`src/rtl/park_pkg.sv`:
```
// Shared definitions for the Park / inverse Park FOC stages: state encoding,
// FP32 width, adder op-select codes and common FP32 constants.
package park_pkg;

  localparam int FP_W = 32;

  typedef enum logic [1:0] {
    IDLE = 2'd0,
    MULT = 2'd1,
    ADD  = 2'd2,
    DONE = 2'd3
  } park_state_t;

  localparam logic OP_ADD = 1'b0;
  localparam logic OP_SUB = 1'b1;

  localparam logic [FP_W-1:0] ONE     = 32'h3F80_0000;
  localparam logic [FP_W-1:0] NEG_ONE = 32'hBF80_0000;
  localparam logic [FP_W-1:0] ZERO    = 32'h0000_0000;

endpackage

```
`src/rtl/park_trans_lat_timer.sv`:
```
// Load/expire latency counter shared by the Park-style stages. expired is high
// on the last cycle of a hold of 'limit' cycles while run is asserted.
module lat_timer #(
  parameter int CW = 6
) (
  input  logic          sys_clk,
  input  logic          rst,
  input  logic          load,
  input  logic          run,
  input  logic [CW-1:0] limit,
  output logic          expired
);

  logic [CW-1:0] count;

  // load wins over run so the count restarts from zero on every state change
  always_ff @(posedge sys_clk or posedge rst) begin
    if (rst) begin
      count <= '0;
    end else if (load) begin
      count <= '0;
    end else if (run) begin
      count <= count + 1'b1;
    end
  end

  assign expired = run && (count == limit - 1'b1);

endmodule

```
`src/rtl/park_trans.sv`:
```
// Forward Park transform sequencer: drives the external FP multipliers/adders and
// captures I_d/I_q. Define PARK_BUSY_EN to add the busy and sticky ovr outputs.
module park_trans
  import park_pkg::*;
#(
  parameter int W        = FP_W,
  parameter int MULT_LAT = 12,
  parameter int ADD_LAT  = 12
) (
  input  logic         sys_clk,
  input  logic         rst,
  input  logic         en,
  input  logic [W-1:0] I_alpha,
  input  logic [W-1:0] I_beta,
  input  logic [W-1:0] sin,
  input  logic [W-1:0] cos,
  input  logic [W-1:0] re_mult1,
  input  logic [W-1:0] re_mult2,
  input  logic [W-1:0] re_mult3,
  input  logic [W-1:0] re_mult4,
  input  logic [W-1:0] re_add1,
  input  logic [W-1:0] re_add2,
  output logic [W-1:0] mult1a,
  output logic [W-1:0] mult1b,
  output logic [W-1:0] mult2a,
  output logic [W-1:0] mult2b,
  output logic [W-1:0] mult3a,
  output logic [W-1:0] mult3b,
  output logic [W-1:0] mult4a,
  output logic [W-1:0] mult4b,
  output logic [W-1:0] add1a,
  output logic [W-1:0] add1b,
  output logic [W-1:0] add2a,
  output logic [W-1:0] add2b,
  output logic         isadd1,
  output logic         isadd2,
  output logic [W-1:0] I_d,
  output logic [W-1:0] I_q,
`ifdef PARK_BUSY_EN
  output logic         busy,
  output logic         ovr,
`endif
  output logic         ack
);

  localparam logic [5:0] MULT_LIM = 6'(MULT_LAT);
  localparam logic [5:0] ADD_LIM  = 6'(ADD_LAT);

  park_state_t state;
  logic        timer_load;
  logic        timer_run;
  logic        timer_expired;
  logic [5:0]  timer_limit;

  // The timer only runs in the two wait states, so it never wraps while idle
  assign timer_run   = (state == MULT) || (state == ADD);
  assign timer_limit = (state == MULT) ? MULT_LIM : ADD_LIM;
  assign timer_load  = ((state == IDLE) && en) || timer_expired || (state == DONE);

  lat_timer #(.CW(6)) u_timer (
    .sys_clk (sys_clk),
    .rst     (rst),
    .load    (timer_load),
    .run     (timer_run),
    .limit   (timer_limit),
    .expired (timer_expired)
  );

  always_ff @(posedge sys_clk or posedge rst) begin
    if (rst) begin
      state  <= IDLE;
      mult1a <= '0;
      mult1b <= '0;
      mult2a <= '0;
      mult2b <= '0;
      mult3a <= '0;
      mult3b <= '0;
      mult4a <= '0;
      mult4b <= '0;
      add1a  <= '0;
      add1b  <= '0;
      add2a  <= '0;
      add2b  <= '0;
      isadd1 <= 1'b0;
      isadd2 <= 1'b0;
      I_d    <= '0;
      I_q    <= '0;
    end else begin
      case (state)
        IDLE: begin
          if (en) begin
            mult1a <= I_alpha;
            mult1b <= cos;
            mult2a <= I_beta;
            mult2b <= sin;
            mult3a <= I_alpha;
            mult3b <= sin;
            mult4a <= I_beta;
            mult4b <= cos;
            state  <= MULT;
          end
        end
        // I_d = a*cos + b*sin, I_q = b*cos - a*sin
        MULT: begin
          if (timer_expired) begin
            add1a  <= re_mult1;
            add1b  <= re_mult2;
            isadd1 <= OP_ADD;
            add2a  <= re_mult4;
            add2b  <= re_mult3;
            isadd2 <= OP_SUB;
            state  <= ADD;
          end
        end
        ADD: begin
          if (timer_expired) begin
            I_d   <= re_add1;
            I_q   <= re_add2;
            state <= DONE;
          end
        end
        default: begin
          state <= IDLE;
        end
      endcase
    end
  end

  assign ack = (state == DONE);

`ifdef PARK_BUSY_EN
  assign busy = (state != IDLE);

  always_ff @(posedge sys_clk or posedge rst) begin
    if (rst) begin
      ovr <= 1'b0;
    end else if (en && busy) begin
      ovr <= 1'b1;
    end
  end
`endif

endmodule

```
`config.mk`:
```
export PLATFORM = sky130hd
export DESIGN_NAME = park_trans
export DESIGN_NICKNAME = d
export VERILOG_FILES = /design/src/rtl/park_pkg.sv /design/src/rtl/park_trans_lat_timer.sv /design/src/rtl/park_trans.sv
export SDC_FILE = /design/constraint.sdc
export NUM_CORES = 1
export LEC_CHECK = 0
export CORE_AREA = 2 2 305 307
export DETAILED_ROUTE_END_ITERATION = 7
export DIE_AREA = 0 0 307 309
export GPL_TIMING_DRIVEN = 0
export SYNTH_ARGS = -nofsm -noshare
export SYNTH_HDL_FRONTEND = slang
export SYNTH_SLANG_ARGS = --single-unit
```
`constraint.sdc`:
```
create_clock -name sys_clk -period 12.95 [get_ports sys_clk]
set_clock_uncertainty 0.05 [all_clocks]
set_input_delay 2.59 -clock sys_clk [delete_from_list [all_inputs] [get_ports sys_clk]]
set_output_delay 2.59 -clock sys_clk [all_outputs]
set_load 0.01 [all_outputs]
```
==> flow_summary_export.csv, run 1 <==
group,metric,value,unit
min_path,hold_path_depth,1,
synthesis,synth.most_common_cell,"dfrtp_1",
placed_design,place_hpwl,39.1,mm
worst_setup_path,r2r_slack,10030,ps
grt,grt_max_degree,121,
run,cap_violations,0,
layout,utilization,26.4,%
timing,post-route-period-util,36.0,%
worst_setup_path,worst_ep_required_time,13340,ps
worst_setup_path,r2r_start,"state[0]",
clock_network,cts_hold_buf,0,
layout,final_layout_size_suffix_gt1_share,32.2,%
synthesis,synth_edf_count,0,
clock_network,cts_sinks,329,
clock_network,htreeDepth,2,
timing,maxSlewViolCount,0,
worst_setup_path,critPathKind,"primary input to flop",
clock_network,post_cts_resized,0,
synthesis,synth_area_leaders,"dfrtp_1 61%, mux2_2 26%, buf_4 7.3%",
floorplanning,pin_count,774,
route,postRouteWirelength,48.3,mm
clock_network,clk_latency,560,ps
route,ant_nets,0,
route,post_drt_wl_per_cell,16.7,um
placed_design,dpl_cell_area,22700,sq um
synthesis,synth-seq-cells,329,
placed_design,portBuffers,772,
min_path,min_from,"isadd2",
synthesis,synth_ff_type,"dfrtp_1",
route,drt_iter0_markers,291,
timing,worstMarginPinSlew,862,ps
worst_setup_path,path_max_fanout,12,
layout,final_cells,2896,
layout,fin_nets,2006,
timing,finalSetupTns,0,ps
worst_setup_path,worstPathArrival,5040,ps
synthesis,syn_inst,862,
clock_network,cts.root.buffer_cell,"clkbuf_16",
synthesis,synth-warning-count,0,
synthesis,async_flop_share,100,%
timing,fmax,215,MHz
synthesis,ys_seq_area_share,61.2,%
synthesis,syn_nets,1191,
power_and_ir_drop,pwr_density_cell,194,nW/um^2
synthesis,synth_area,13400,sq um
layout,area_growth,79.3,%
layout,stdcell_area,24100,sq um
worst_setup_path,ff2ff_path_depth,7,
synthesis,yosys.cell_types.count,33,
floorplanning,coreArea,91400,sq um
placed_design,place_inst,2822,
clock_network,clkSlewWorstSetupHoldPaths,60,ps
floorplanning,die_area,94900,sq um
synthesis,yosys.area.top_type_share,61.2,%
floorplanning,die_x,307,um
timing,setup_viol,0,
worst_setup_path,end_kind,"flop",
clock_network,cts_buffers,39,
synthesis,synth.avg_cell_area,15.6,sq um
placed_design,routabilityCongestion,0.835,
floorplanning,die_y,309,um
clock_network,cts_buffer_depth,3,
min_path,holdPathEnd,"isadd2",
power_and_ir_drop,power.static_leakage,9.84,nW
timing,slew_headroom,42.6,%
min_path,hp-class,"flop to flop",
timing,finalHoldViolations,0,
grt,grt_overflow_total,0,
route,firstDrtPassIters,4,
power_and_ir_drop,vdd_drop_max,91.8,uV
worst_setup_path,worstReg2RegEnd,"mult4b[8]",
outcome,status,"finished clean",
timing,fin_crit,4660,ps
grt,grt_usage,9.61,%
clock_network,cts_tree,"yes",
floorplanning,initial_core_util,14.7,%
grt,grt_antenna_before_repair,5,
synthesis,synth_area_leader_cell,"dfrtp_1",
worst_setup_path,critPathLaunchType,"primary input",
timing,grt_setup_unrepaired,"false",
clock_network,postCtsSetupRepairBufs,0,
floorplanning,rows,111,
route,drc,0,
grt,grt_pass1_wl,69.1,mm
route,num_vias,9897,
grt,grt_pass1_vias,10800,
route,drt-vias-per-instance,3.42,
synthesis,synth_common_cells,"329 x dfrtp_1, 315 x mux2_2, 131 x buf_4",
==> worst max-delay path: stages <==
cell	delay, ps
clkdlybuf4s50_1	520
and2_1	140
clkbuf_1	190
clkbuf_1	670
buf_2	510
mux2_2	380
==> per-stage QoR <==
stage | total power [W] | hold slack (ps) | setup WS (ps)
finish | 0.00467 | 417 | 8290
global placement | 0.00350 | 399 | -2960
floorplan | 0.00234 | 454 | 1200
detailed placement | 0.00353 | 411 | 7600
global route | 0.00490 | 454 | 8130
CTS | 0.00475 | 424 | 8220
==> layout make-up <==
class / instances / area [sq um]
fill: 9381 / 67300
antenna: 4 / 10.0
tap: 1186 / 1480
buffer: 166 / 1250
clock buffer: 56 / 1140
timing repair buffer: 774 / 7780
sequential: 329 / 8230
multi-input combinational: 364 / 3950
clock inverter: 14 / 233
inverter: 3 / 18.8
==> kinds of logic (layout without fill, tap and decap cells) <==
group	after synthesis	in the layout	share of synthesized area (%)
buf+inv	169	1013	9.36
fa+ha+maj	6	6	0.558
other cells	1	5	0.0279
compound gates	8	8	0.428
mux	321	321	26.9
flops	329	329	61.2
xor+xnor	4	4	0.261
simple gates	24	24	1.26
==> where the power goes <==
group / internal, W / total, W / switching [W]
clock: 0.000731 / 0.00118 / 0.000446
sequential: 0.00128 / 0.00150 / 0.000225
combinational: 0.00131 / 0.00199 / 0.000681
==> how the worst max path moves through the flow <==
stage                             to  depth (start not counted)  slack, ps  start
global placement    u_timer.count[5]                          2      -2960    rst
global route               mult4b[2]                          6       8130     en
floorplan                     I_d[0]                          1       1200    rst
CTS                        mult4b[2]                          6       8220     en
finish                     mult4b[8]                          6       8290     en
detailed placement         mult4b[1]                          6       7600     en
==> layout by cell type (no fill, tap or decap), drive strengths merged, types with 3 or more instances in the layout <==
master and count:
clkinv 5, diode 4, clkdlybuf4s50 772, nor2 5
mux2 320, nand4 4, xor2 3, buf 162
inv 4, ha 6, dfrtp 329, nand3 3
clkbuf 62, bufinv 6
==> registers in the layout (all words and copies together) (netlist names), 2 cells and up <==
signal,flops
add2a,32
mult4b,32
mult3a,32
u_timer.count,6
I_q,32
I_d,32
add1a,32
state,2
add2b,32
mult3b,32
add1b,32
mult4a,32
==> layer usage <==
| layer | up-vias | wire (um) | track usage, % | share of wire [%] |
|---|---|---|---|---|
| met5 | - | 0 | 0 | 0 |
| met4 | 0 | 1330 | 3.30 | 2.7 |
| met3 | 68 | 3680 | 2.74 | 7.6 |
| met2 | 453 | 25700 | 18.1 | 53 |
| met1 | 4898 | 17600 | 10.2 | 36 |
| li1 | 4478 | - | - | - |
Power figures use the tool's default switching activity.
==> inputs of run 2 (changes only) <==
Settings changed: CORE_AREA 2 2 305 307 to 2 2 300 302, DIE_AREA 0 0 307 309 to 0 0 302 304.
Clock period 12.95 ns to 4 ns, I/O delays scaled along.
==> flow_summary_export.csv, run 2 (same netlist as run 1, synthesis figures left out) <==
group,metric,value,unit
timing,fin_crit,3100,ps
grt,grt_antenna_before_repair,5,
timing,post-route-period-util,77.4,%
route,post_drt_wl_per_cell,17.0,um
placed_design,dpl_cell_area,22800,sq um
worst_setup_path,end_kind,"flop",
floorplanning,pin_count,774,
clock_network,cts_buffers,40,
placed_design,portBuffers,772,
timing,grt_setup_unrepaired,"false",
layout,fillers,9166,
min_path,hp-class,"flop to flop",
floorplanning,die_area,91800,sq um
route,drt_iter0_markers,293,
clock_network,cts_tree,"yes",
worst_setup_path,worst_ep_required_time,4370,ps
route,num_vias,10000,
clock_network,cts_sinks,329,
clock_network,clk_latency,550,ps
run,cap_violations,0,
grt,grt_pass1_wl,71.4,mm
layout,stdcell_area,24100,sq um
timing,holdWs,433,ps
placed_design,pre_cts_ws,143,ps
grt,grt_max_degree,43,
layout,final_common_cell,"clkdlybuf4s50_1",
clock_network,post_cts_resized,0,
layout,final_layout_size_suffix_gt1_share,32.5,%
power_and_ir_drop,vdd_drop_max,422,uV
worst_setup_path,crit_chain,"inv_1 -> ha_1 -> and2_1 -> clkbuf_1 -> clkbuf_1 -> buf_2 -> mux2_2",
worst_setup_path,r2r_slack,900,ps
timing,worstMarginPinSlew,916,ps
clock_network,htreeDepth,2,
timing,setup_viol,0,
clock_network,cts_buffer_depth,3,
worst_setup_path,worstPathArrival,3470,ps
worst_setup_path,critPathKind,"flop to flop",
floorplanning,die_y,304,um
floorplanning,initial_core_util,15.1,%
placed_design,place_hpwl,40.0,mm
route,drc,0,
timing,setup_ws,903,ps
floorplanning,coreArea,89000,sq um
route,firstDrtPassIters,4,
timing,finalHoldViolations,0,
layout,seq_area,8230,sq um
floorplanning,die_x,302,um
layout,layout_common_cells,"772 x clkdlybuf4s50_1, 329 x dfrtp_1, 315 x mux2_2",
grt,grt_overflow_total,0,
timing,maxSlewViolCount,0,
worst_setup_path,slowest_stage,"clkbuf_1",
timing,finalSetupTns,0,ps
worst_setup_path,critPathLaunchType,"flop",
route,ant_nets,0,
clock_network,cts_hold_buf,0,
power_and_ir_drop,power.static_leakage,9.87,nW
layout,multi_input_area,3950,sq um
layout,utilization,27.1,%
timing,fmax,323,MHz
route,postRouteWirelength,49.0,mm
outcome,status,"finished clean",
clock_network,postCtsSetupRepairBufs,0,
worst_setup_path,path_common_cell,"clkbuf_1",
layout,area_growth,79.5,%
placed_design,routabilityCongestion,0.824,
layout,fin_nets,2013,
floorplanning,rows,110,
grt,grt_pass1_vias,11000,
clock_network,cts.root.buffer_cell,"clkbuf_16",
grt,grt_usage,10.3,%
power_and_ir_drop,pwr_density_cell,622,nW/um^2
timing,slew_headroom,39.0,%
clock_network,clkSlewWorstSetupHoldPaths,60,ps
worst_setup_path,path_max_fanout,10,
route,drt-vias-per-instance,3.47,
worst_setup_path,cpPeakStageDelay,730,ps
-- run 2: path summary, 6_finish.rpt --
check / cells after the start / start / endpoint
worst max-delay path: 7 / state[0] / mult4b[4]
worst min-delay path: 1 / isadd2 / isadd2
worst max register to register: 7 / state[0] / mult4b[4]
worst min register to register: 1 / isadd2 / isadd2
max in group asynchronous: 6 / rst / mult3a[14]
min in group asynchronous: 2 / rst / add2b[1]
-- run 2: cell type report --
class,instances,share of cell area [%]
well taps,1176,6.10
flip-flops and latches,329,34.1
clock buffers,53,4.64
multi-input cells,364,16.4
repair buffers,780,32.7
plain buffers,166,5.17
diodes,1,0.0104
clock inverters,18,0.860
inverters,3,0.0622
-- run 2: layer usage --
layer	vias to the layer above	GRT usage (%)	routed length [um]
met3	81	2.48	3420
met1	4970	11.2	18400
met5	-	0	0
met4	0	4.31	1690
met2	470	18.7	25500
li1	4501	-	-
-- run 2: where the power goes --
part	leakage (nW)	switching [W]	internal, W
combinational	5.35	0.00218	0.00424
sequential	3.86	0.000781	0.00413
clock	0.658	0.00146	0.00223
total	9.87	0.00442	0.0106
-- run 2: worst max-delay path: cells and delay by family (launching register included) --
kind	cells	cell delay [ps]
flip-flops	1	420
buffers and inverters	4	1700
AND/OR/NAND/NOR	1	140
adder cells (fa/ha/maj)	1	230
multiplexers	1	400
-- run 2: metrics by stage --
step	power [W]	instances
2_1_floorplan	0.00759	862
3_3_place_gp	0.0114	2810
3_5_place_dp	0.0115	2818
4_1_cts	0.0153	2889
5_1_grt	0.0158	2890
6_report	0.0150	2890
==> inputs of run 3 (changes only) <==
Settings changed: CORE_AREA 2 2 300 302 to 2 2 305 307, DIE_AREA 0 0 302 304 to 0 0 307 309.
Clock period 4 ns to 3.1 ns, I/O delays scaled along.
==> flow_summary_export.csv, run 3 (same netlist as run 1, synthesis figures left out) <==
group,metric,value,unit
route,postRouteWirelength,50.6,mm
route,drt_iter0_markers,265,
clock_network,cts_buffers,40,
worst_setup_path,worst_ep_required_time,3490,ps
timing,worstMarginPinSlew,650,ps
min_path,hold_path_depth,1,
timing,maxSlewViolCount,0,
power_and_ir_drop,power.static_leakage,9.87,nW
power_and_ir_drop,pwr_density_cell,803,nW/um^2
timing,fin_crit,2770,ps
power_and_ir_drop,finalPower,0.0194,W
layout,area_growth,79.9,%
worst_setup_path,worstReg2RegEnd,"mult4b[11]",
clock_network,cts_sinks,329,
clock_network,cts.root.buffer_cell,"clkbuf_16",
floorplanning,coreArea,91400,sq um
outcome,status,"finished clean",
run,cap_violations,0,
clock_network,postCtsSetupRepairBufs,0,
timing,post-route-period-util,89.3,%
power_and_ir_drop,vdd_drop_max,415,uV
route,num_vias,10100,
grt,grt_antenna_before_repair,5,
floorplanning,die_area,94900,sq um
layout,layout_common_cells,"772 x clkdlybuf4s50_1, 329 x dfrtp_1, 315 x mux2_2",
min_path,min_from,"isadd2",
layout,fillers,9399,
placed_design,portBuffers,772,
grt,grt_pass1_wl,71.8,mm
timing,slew_headroom,56.5,%
worst_setup_path,r2r_slack,330,ps
worst_setup_path,critPathLaunchType,"flop",
floorplanning,die_y,309,um
layout,final_layout_size_suffix_gt1_share,32.3,%
timing,finalHoldViolations,0,
clock_network,clkSlewWorstSetupHoldPaths,60,ps
worst_setup_path,worstPathArrival,3160,ps
worst_setup_path,path_max_fanout,10,
layout,final_common_cell,"clkdlybuf4s50_1",
worst_setup_path,r2r_start,"state[0]",
placed_design,place_inst,2829,
timing,grt_setup_unrepaired,"false",
floorplanning,rows,111,
route,firstDrtPassIters,4,
timing,setup_viol,0,
layout,utilization,26.5,%
layout,fin_nets,2014,
clock_network,htreeDepth,2,
route,ant_nets,0,
grt,grt_usage,10.1,%
timing,fmax,361,MHz
route,drt-vias-per-instance,3.48,
min_path,holdPathEnd,"isadd2",
floorplanning,die_x,307,um
layout,final_cells,2902,
worst_setup_path,end_kind,"flop",
clock_network,cts_tree,"yes",
worst_setup_path,critPathKind,"flop to flop",
clock_network,cts_buffer_depth,3,
floorplanning,initial_core_util,14.7,%
grt,grt_overflow_total,0,
worst_setup_path,ff2ff_path_depth,7,
grt,grt_pass1_vias,11000,
clock_network,clk_latency,560,ps
route,drc,0,
floorplanning,pin_count,774,
min_path,hp-class,"flop to flop",
grt,grt_max_degree,43,
route,post_drt_wl_per_cell,17.4,um
placed_design,routabilityCongestion,0.860,
placed_design,place_hpwl,41.6,mm
run 3: timing repair:
item / in CTS / in global routing
hold buffers: 0 / 0
gates resized for setup: 1 / 1
setup endpoints to repair: 100 / 7
run 3: worst max-delay path by stage:
| stage | startpoint | to | slack, ps | cells past startpoint |
|---|---|---|---|---|
| 3_3_place_gp | rst | mult4a[21] | -4340 | 2 |
| 2_1_floorplan | rst | I_d[0] | -1960 | 1 |
| 6_report | state[0] | mult4b[11] | 330 | 7 |
| 4_1_cts | state[0] | mult4b[1] | 30 | 7 |
| 3_5_place_dp | en | mult4b[0] | -730 | 6 |
| 5_1_grt | state[0] | mult4b[16] | 70 | 7 |
run 3: report_power, final:
| group | leakage (nW) | switching [W] | total [W] | internal [W] |
|---|---|---|---|---|
| logic | 5.37 | 0.00290 | 0.00838 | 0.00548 |
| registers | 3.86 | 0.00101 | 0.00634 | 0.00533 |
| clock network | 0.642 | 0.00185 | 0.00470 | 0.00286 |
run 3: stage by stage:
step                      instance area (sq um)  hold WS, ps  TNS (ps)  setup slack, ps
after floorplan                           13400          454   -645720            -1960
after global placement                    22700          404  -1444610            -4340
after detailed placement                  22800          415    -49160             -727
after CTS                                 24200          423         0             29.6
after global routing                      24200          444         0             69.6
final                                     24200          432         0              332
run 3: layer usage:
| layer | global-route usage [%] | part of all wire, % |
|---|---|---|
| met1 | 10.6 | 36 |
| met2 | 18.8 | 53 |
| met3 | 2.73 | 7.2 |
| met4 | 4.50 | 3.8 |
| met5 | 0 | 0.040 |
run 3: area by class of cell:
class | count | area (sq um) | share of cell area (%)
clock inverter | 8 | 106 | 0.440
multi-input combinational | 364 | 3950 | 16.4
inverter | 3 | 15.0 | 0.0621
antenna | 3 | 7.51 | 0.0310
tap | 1186 | 1480 | 6.14
timing repair buffer | 781 | 7920 | 32.7
clock buffer | 62 | 1220 | 5.03
sequential | 329 | 8230 | 34.0
buffer | 166 | 1250 | 5.17
run 3: critical path: stages (launching register included):
cell      delay, ps
dfrtp_1         440
inv_1           140
ha_1            230
and2_1          150
clkbuf_1        330
clkbuf_2        430
buf_2           470
mux2_2          390
